File: src/rtl/fetch_unit.sv
// Byte-serial instruction fetch: opcode, register byte, optional little-endian immediate, valid/ready to decode.
// Optional macro FETCH_SKIP_NOP_EN: opcode 8'h00 is fetched in full but never presented.
module fetch_unit #(
  parameter int                ADDR_W    = 32,
  parameter logic [ADDR_W-1:0] RESET_PC  = '0,
  parameter int                IMM_BYTES = 4
) (
  input  logic                   clk,
  input  logic                   rst,
  output logic                   mem_req,
  output logic [ADDR_W-1:0]      mem_addr,
  input  logic                   mem_ready,
  input  logic [7:0]             mem_rdata,
  output logic                   instr_valid,
  input  logic                   instr_ready,
  output logic [7:0]             opcode,
  output logic [3:0]             rdest,
  output logic [3:0]             rsrc1,
  output logic [8*IMM_BYTES-1:0] immediate,
  output logic [ADDR_W-1:0]      instr_pc,
  output logic [ADDR_W-1:0]      next_pc,
  input  logic                   jump_valid,
  input  logic [ADDR_W-1:0]      jump_target,
  input  logic                   halt
);
  typedef enum logic [2:0] {FETCH_OP, FETCH_REG, FETCH_IMM, PRESENT, HALTED} state_t;

  state_t            state, state_nxt;
  logic [ADDR_W-1:0] pc, pc_inc;
  logic [2:0]        byte_cnt;
  logic              started, accept, handshake, has_imm, last_imm, skip_nop;

  assign pc_inc      = pc + ADDR_W'(1);
  assign has_imm     = opcode[5] | opcode[6];
  assign last_imm    = (byte_cnt == 3'(IMM_BYTES - 1));
`ifdef FETCH_SKIP_NOP_EN
  assign skip_nop    = (opcode == 8'h00);
`else
  assign skip_nop    = 1'b0;
`endif
  // started keeps mem_req low for the first cycle after reset release
  assign mem_req     = started && (state == FETCH_OP || state == FETCH_REG || state == FETCH_IMM);
  assign mem_addr    = pc;
  assign accept      = mem_req && mem_ready;
  assign instr_valid = (state == PRESENT);
  assign handshake   = instr_valid && instr_ready;

  always_ff @(posedge clk) begin
    if (!rst) state <= FETCH_OP;
    else      state <= state_nxt;
  end

  always_comb begin
    state_nxt = state;
    case (state)
      FETCH_OP:  if (accept) state_nxt = FETCH_REG;
      FETCH_REG: begin
        if (accept) begin
          if (has_imm)       state_nxt = FETCH_IMM;
          else if (skip_nop) state_nxt = FETCH_OP;
          else               state_nxt = PRESENT;
        end
      end
      FETCH_IMM: if (accept && last_imm) state_nxt = PRESENT;
      PRESENT:   if (handshake) state_nxt = halt ? HALTED : FETCH_OP;
      HALTED:    state_nxt = HALTED;
      default:   state_nxt = FETCH_OP;
    endcase
    // a redirect overrides everything; a same-cycle handshake has already been consumed
    if (jump_valid) state_nxt = FETCH_OP;
  end

  always_ff @(posedge clk) begin
    if (!rst) begin
      started   <= 1'b0;
      pc        <= RESET_PC;
      byte_cnt  <= '0;
      opcode    <= '0;
      rdest     <= '0;
      rsrc1     <= '0;
      immediate <= '0;
      instr_pc  <= '0;
      next_pc   <= '0;
    end else begin
      started <= 1'b1;
      if (jump_valid) begin
        pc       <= jump_target;
        byte_cnt <= '0;
      end else if (accept) begin
        pc <= pc_inc;
        case (state)
          FETCH_OP: begin
            opcode    <= mem_rdata;
            instr_pc  <= pc;
            immediate <= '0;
            byte_cnt  <= '0;
          end
          FETCH_REG: begin
            rdest <= mem_rdata[7:4];
            rsrc1 <= mem_rdata[3:0];
            if (!has_imm) next_pc <= pc_inc;
          end
          FETCH_IMM: begin
            immediate[{byte_cnt, 3'b000} +: 8] <= mem_rdata;
            byte_cnt <= byte_cnt + 3'd1;
            if (last_imm) next_pc <= pc_inc;
          end
          default: ;
        endcase
      end
    end
  end
endmodule

File: config.mk
export PLATFORM = sky130hd
export DESIGN_NAME = fetch_unit
export DESIGN_NICKNAME = d
export VERILOG_FILES = /design/src/rtl/fetch_unit.sv
export SDC_FILE = /design/constraint.sdc
export NUM_CORES = 1
export LEC_CHECK = 0
export CAP_MARGIN = 20
export CORE_ASPECT_RATIO = 0.75
export CORE_MARGIN = 4
export CORE_UTILIZATION = 39
export DETAILED_ROUTE_END_ITERATION = 8
export GPL_TIMING_DRIVEN = 0
export HOLD_SLACK_MARGIN = 0.06
export PLACE_DENSITY = 0.7
export SKIP_LAST_GASP = 1
export SLEW_MARGIN = 20
export SYNTH_ARGS = -nofsm -noshare
export SYNTH_HDL_FRONTEND = slang
export SYNTH_SLANG_ARGS = --single-unit
export TNS_END_PERCENT = 20
File: constraint.sdc
create_clock -name clk -period 5.4 [get_ports clk]
set_input_delay 1.08 -clock clk [delete_from_list [all_inputs] [get_ports clk]]
set_output_delay 1.08 -clock clk [all_outputs]
set_load 0.02 [all_outputs]
==> After elaboration in Yosys (flattened, before gate mapping) <==
Cells that the tools add are included.
{ "classes": {"add_sub_neg": 3, "eq_ne": 11, "n_shift": 2, "n_mux": 16, "bitwise": 3, "n_reduce_logical": 17} }
{ "ops": {"columns": ["operator", "count"], "rows": [
  ["32-bit 2-to-1 mux", 4],
  ["32-bit case mux with 2 select lines", 2],
  ["32-bit by 1-bit adder with 32-bit output, second input constant", 1],
  ["32-bit bitwise mux", 1],
  ["8-bit by 8-bit variable shift with 32-bit output, first input constant", 1],
  ["8-bit by 8-bit variable part select with 32-bit output", 1],
  ["3-bit 2-to-1 mux", 5],
  ["3-bit case mux with 5 select lines", 1],
  ["3-bit by 2-bit equality test with 1-bit output, second input constant", 3],
  ["3-bit AND reduction", 3],
  ["2-bit inequality test, second input constant", 4],
  ["6-bit negator with 8-bit output", 1],
  ["3-bit case mux with 2 select lines", 1],
  ["2-bit nonzero test", 3],
  ["5-bit AND reduction", 1],
  ["1-bit logical AND", 4],
  ["2-bit by 1-bit inequality test with 1-bit output, second input constant", 2],
  ["4-bit AND reduction", 1],
  ["3-bit by 1-bit adder with 3-bit output, second input constant", 1],
  ["3-bit by 1-bit equality test with 1-bit output, second input constant", 1],
  ["3-bit equality test, second input constant", 1],
  ["3-bit zero test", 1],
  ["1-bit logical OR", 2],
  ["1-bit 2-to-1 mux", 2],
  ["other kinds (4)", 5]
]} }
{ "word_totals": {"regBits": 151, "input_bits": 46, "output_inout_bits": 146, "elab_cells": 62} }

==> Logic depth before layout (Yosys ltp) <==
{ "depth": {"ltp_word": 8, "mapped_depth": 9, "ltp_nobuf": 8} }

==> Worst setup path after synthesis <==
OpenSTA, ideal clock, no wires.
{ "synth_timing": {"kind": "reg2out", "from": "register state[1]", "to": "output instr_valid", "arrival_ns": 1.494, "required_ns": 4.320, "slack_ns": 2.826, "path_stages_with_launch": 5, "n_path_buf": 2, "path_cell_list": "dfxtp_1 > clkbuf_1 > clkbuf_1 > inv_1 > nor3b_1"} }
{ "synth_between": {"elab_chain_cells": 1} }
{ "synth_lines": {"columns": ["item", "line_no", "source"], "rows": [
  ["start: declaration", "28", "state_t state, state_nxt;"],
  ["start signal: assignment", "50", "else state <= state_nxt;"],
  ["3-bit by 2-bit equality test with 1-bit output", "45", "assign instr_valid = (state == PRESENT);"],
  ["end: declaration", "14", "output logic instr_valid,"]
]} }
Every way passes these cells.

==> Worst setup path in the final report <==
Same ends and word-level chain as after synthesis.

==> results.toml <==
[grt]
grt_overflow = 0
grt_max_degree = 17
grt_pass1_wl_um = 35100
grt_usage_pct = 23.5
antenna_found_initial = 1
grt_pass1_vias = 6126

[cells_and_area]
layout-drive-gt1-share_pct = 5.63
finalInstanceArea_um2 = 9340
syn_to_final_growth_pct = 41.6
num-nets-final = 1054
diodes = 0

[yosys]
yosys-top-cells-area = "dfxtp_1, nand2_1, a21oi_1"
avgSynthCellArea_um2 = 8.34
synthArstFlopShare_pct = 0
synth.largest_area_cell = "dfxtp_1"
synth_top_area_share_pct = 45.8
synth_edf_count = 0
syn_inst = 791
ys_seq_elements = 151
synth.cell_area_um2 = 6600
synthFlopType = "dfxtp_1"
synth-warning-count = 0
syn-num-nets = 844
ys_seq_area_share_pct = 45.8
yosysUniqueCellTypes = 52

[min_path]
hp-class = "reg2reg"
hold_start = "instr_pc[7]$_SDFFE_PN0P_"
hold_path_depth = 2
hold_end = "instr_pc[7]$_SDFFE_PN0P_"

[placement]
placed_cell_area_um2 = 8770
io_buffers = 191
finalWeightedCongestion = 0.867
dpl.hpwl_um = 16400
dp_slack_ns = 1.92

[floorplanning]
placementRows = 40
ios = 192
coreArea_um2 = 16300
die-area_um2 = 19100
die_x_um = 158
initial_core_util_pct = 40.4
die-height_um = 121

[clock_tree]
ctsResizeCount = 0
clk_pin_slew_ns = 0.06
cts_hold_buf = 0
clk_latency_ns = 0.43
cts-root-buf = "clkbuf_16"
cts_tree = "yes"
cts_buffer_depth = 2
htreeDepth = 4
cts_setup_buffers = 0
cts.sinks = 151
cts_buffers = 17

[timing]
final.setup_skew_ns = 0.00806
hold_viol_final = 0
drv_slew = 0
tightest_slew_ns = 0.908
finalCriticalPeriod_ns = 3.64
fmax_mhz = 275
final.setup.worst_slack_ns = 1.76
holdWs_ns = 0.454
grt_setup_unrepaired = "no"
fin_setup_tns_ns = 0
maxSlewHeadroom_pct = 39.0
setup_violations = 0
period_share_pct = 67.3

[critical_path]
path_class = "reg2out"
path_max_fanout = 10
end_kind = "output pin"
critPathArrivalTime_ns = 2.56
start_kind = "flop"
reg2reg_from = "byte_cnt[0]$_SDFFE_PP0P_"
r2r_cells = 8
r2r-end = "immediate[5]$_SDFFE_PN0P_"
rrSetupSlack_ns = 2.69
cp.required_ns = 4.32

[power]
p_comb_share_pct = 10.5
power.total_mw = 2.62
power_leakage_nw = 3.17
switchingPower_mw = 0.667
seq_power_share_pct = 44.7
p_clk_share_pct = 44.8
p_sw_share_pct = 25.4
ir_drop_mv = 0.198
p_per_area_nw_per_um2 = 281
power.internal_mw = 1.96

[route]
viasPerCell = 5.33
vias = 6519
drt_iter0_drc = 538
ant_nets = 0
drt_wl_total_um = 22800
firstDrtPassIters = 5
wl_per_cell_um = 18.6
route.detailed.drc = 0

[job]
maxCapViolCount = 0

[status]
outcome = "finished clean"
[critical path, stage by stage, from the launching register on]
cell and delay, ns:
dfxtp_1 0.30, clkbuf_1 0.28, clkbuf_1 0.41, inv_1 0.17, nor3b_1 0.28, clkdlybuf4s50_1 0.70
[sequential cells by signal, indices dropped and copies added (netlist names)]
signal,count
immediate,32
started,1
byte_cnt,3
opcode,8
mem_addr,32
next_pc,32
state,3
instr_pc,32
rdest,4
rsrc1,4
[worst max-delay path by stage]
stage	slack [ns]	to	from	cells past startpoint
3_5_place_dp	1.92	next_pc[29]$_SDFFE_PN0P_	jump_valid	7
5_1_grt	1.55	instr_valid	state[1]$_SDFFE_PP0P_	5
3_3_place_gp	1.95	instr_pc[18]$_SDFFE_PN0P_	jump_valid	7
4_1_cts	1.79	instr_valid	state[1]$_SDFFE_PP0P_	5
2_1_floorplan	2.83	instr_valid	state[1]$_SDFFE_PP0P_	4
6_report	1.76	instr_valid	state[1]$_SDFFE_PP0P_	5
[metrics by stage]
stage               util, %  std cells
global placement       53.8       1192
global route           57.2       1223
detailed placement     53.8       1192
finish                 57.2       1223
CTS                    57.2       1223
floorplan                 -        791
[synth_stat cells (all sizes together) (4+ instances only)]
master,count
a22oi,9
nand2,136
nor3,16
o21ai,52
inv,7
ha,7
mux2i,12
nor2,55
a211oi,13
a21oi,99
dfxtp,151
nand3,27
a22o,15
nor4,12
and2,5
nand4,19
buf,14
xnor2,24
clkbuf,48
xor2,33
and3,4
[logic make-up after synthesis]
logic type                 share of synthesized area (%)
buffers and inverters                               4.31
and+or+nand+nor                                     21.8
adders and majority gates                           1.33
AOI/OAI and AO/OA                                   17.3
muxes                                               1.82
DFF                                                 45.8
xor gates and xnor gates                            7.57
[layout make-up]
class                      count  area [um2]
inverter                       7        26.3
multi-input combinational    571        3290
clock inverter                 8        98.8
buffer                        62         258
fill                        1521        6980
clock buffer                  23         468
sequential                   151        3020
tap                          210         263
timing repair buffer         191        1910
[metal layers]
| layer | share of wire, % | vias to the layer above | track usage, % |
|---|---|---|---|
| met5 | 0.035 | - | 0 |
| met4 | 1.2 | 2 | 5.22 |
| met3 | 8.3 | 23 | 6.51 |
| met2 | 42 | 250 | 32.7 |
| met1 | 49 | 3070 | 35.7 |
| li1 | - | 3174 | - |
[power groups by stage]
stage | logic (mW) | registers, mW | clock network (mW)
2_1_floorplan | 0.105 | 1.22 | 0
3_3_place_gp | 0.268 | 1.20 | 0
3_5_place_dp | 0.270 | 1.20 | 0
4_1_cts | 0.272 | 1.17 | 1.18
5_1_grt | 0.294 | 1.18 | 1.23
6_report | 0.274 | 1.17 | 1.18
[placed cells by master (no fill, tap or decap), drive strengths merged, types with 3 or more instances in the layout]
cell type / netlist / layout
nor4: 12 / 12
xnor2: 24 / 24
and4: 3 / 3
nor3: 16 / 16
nor2: 55 / 55
a22o: 15 / 15
nand3: 27 / 27
xor2: 33 / 33
dfxtp: 151 / 151
a22oi: 9 / 9
nor2b: 3 / 3
clkdlybuf4s50: 0 / 191
ha: 7 / 7
a211oi: 13 / 13
clkbuf: 48 / 71
clkinv: 0 / 4
nand2b: 3 / 3
and2: 5 / 5
mux2i: 12 / 12
and3: 4 / 4
or3: 3 / 3
o21ai: 52 / 52
nand4: 19 / 19
a21oi: 99 / 99
buf: 14 / 14
nand2: 136 / 136
inv: 7 / 7
(Power assumes the default switching activity.)
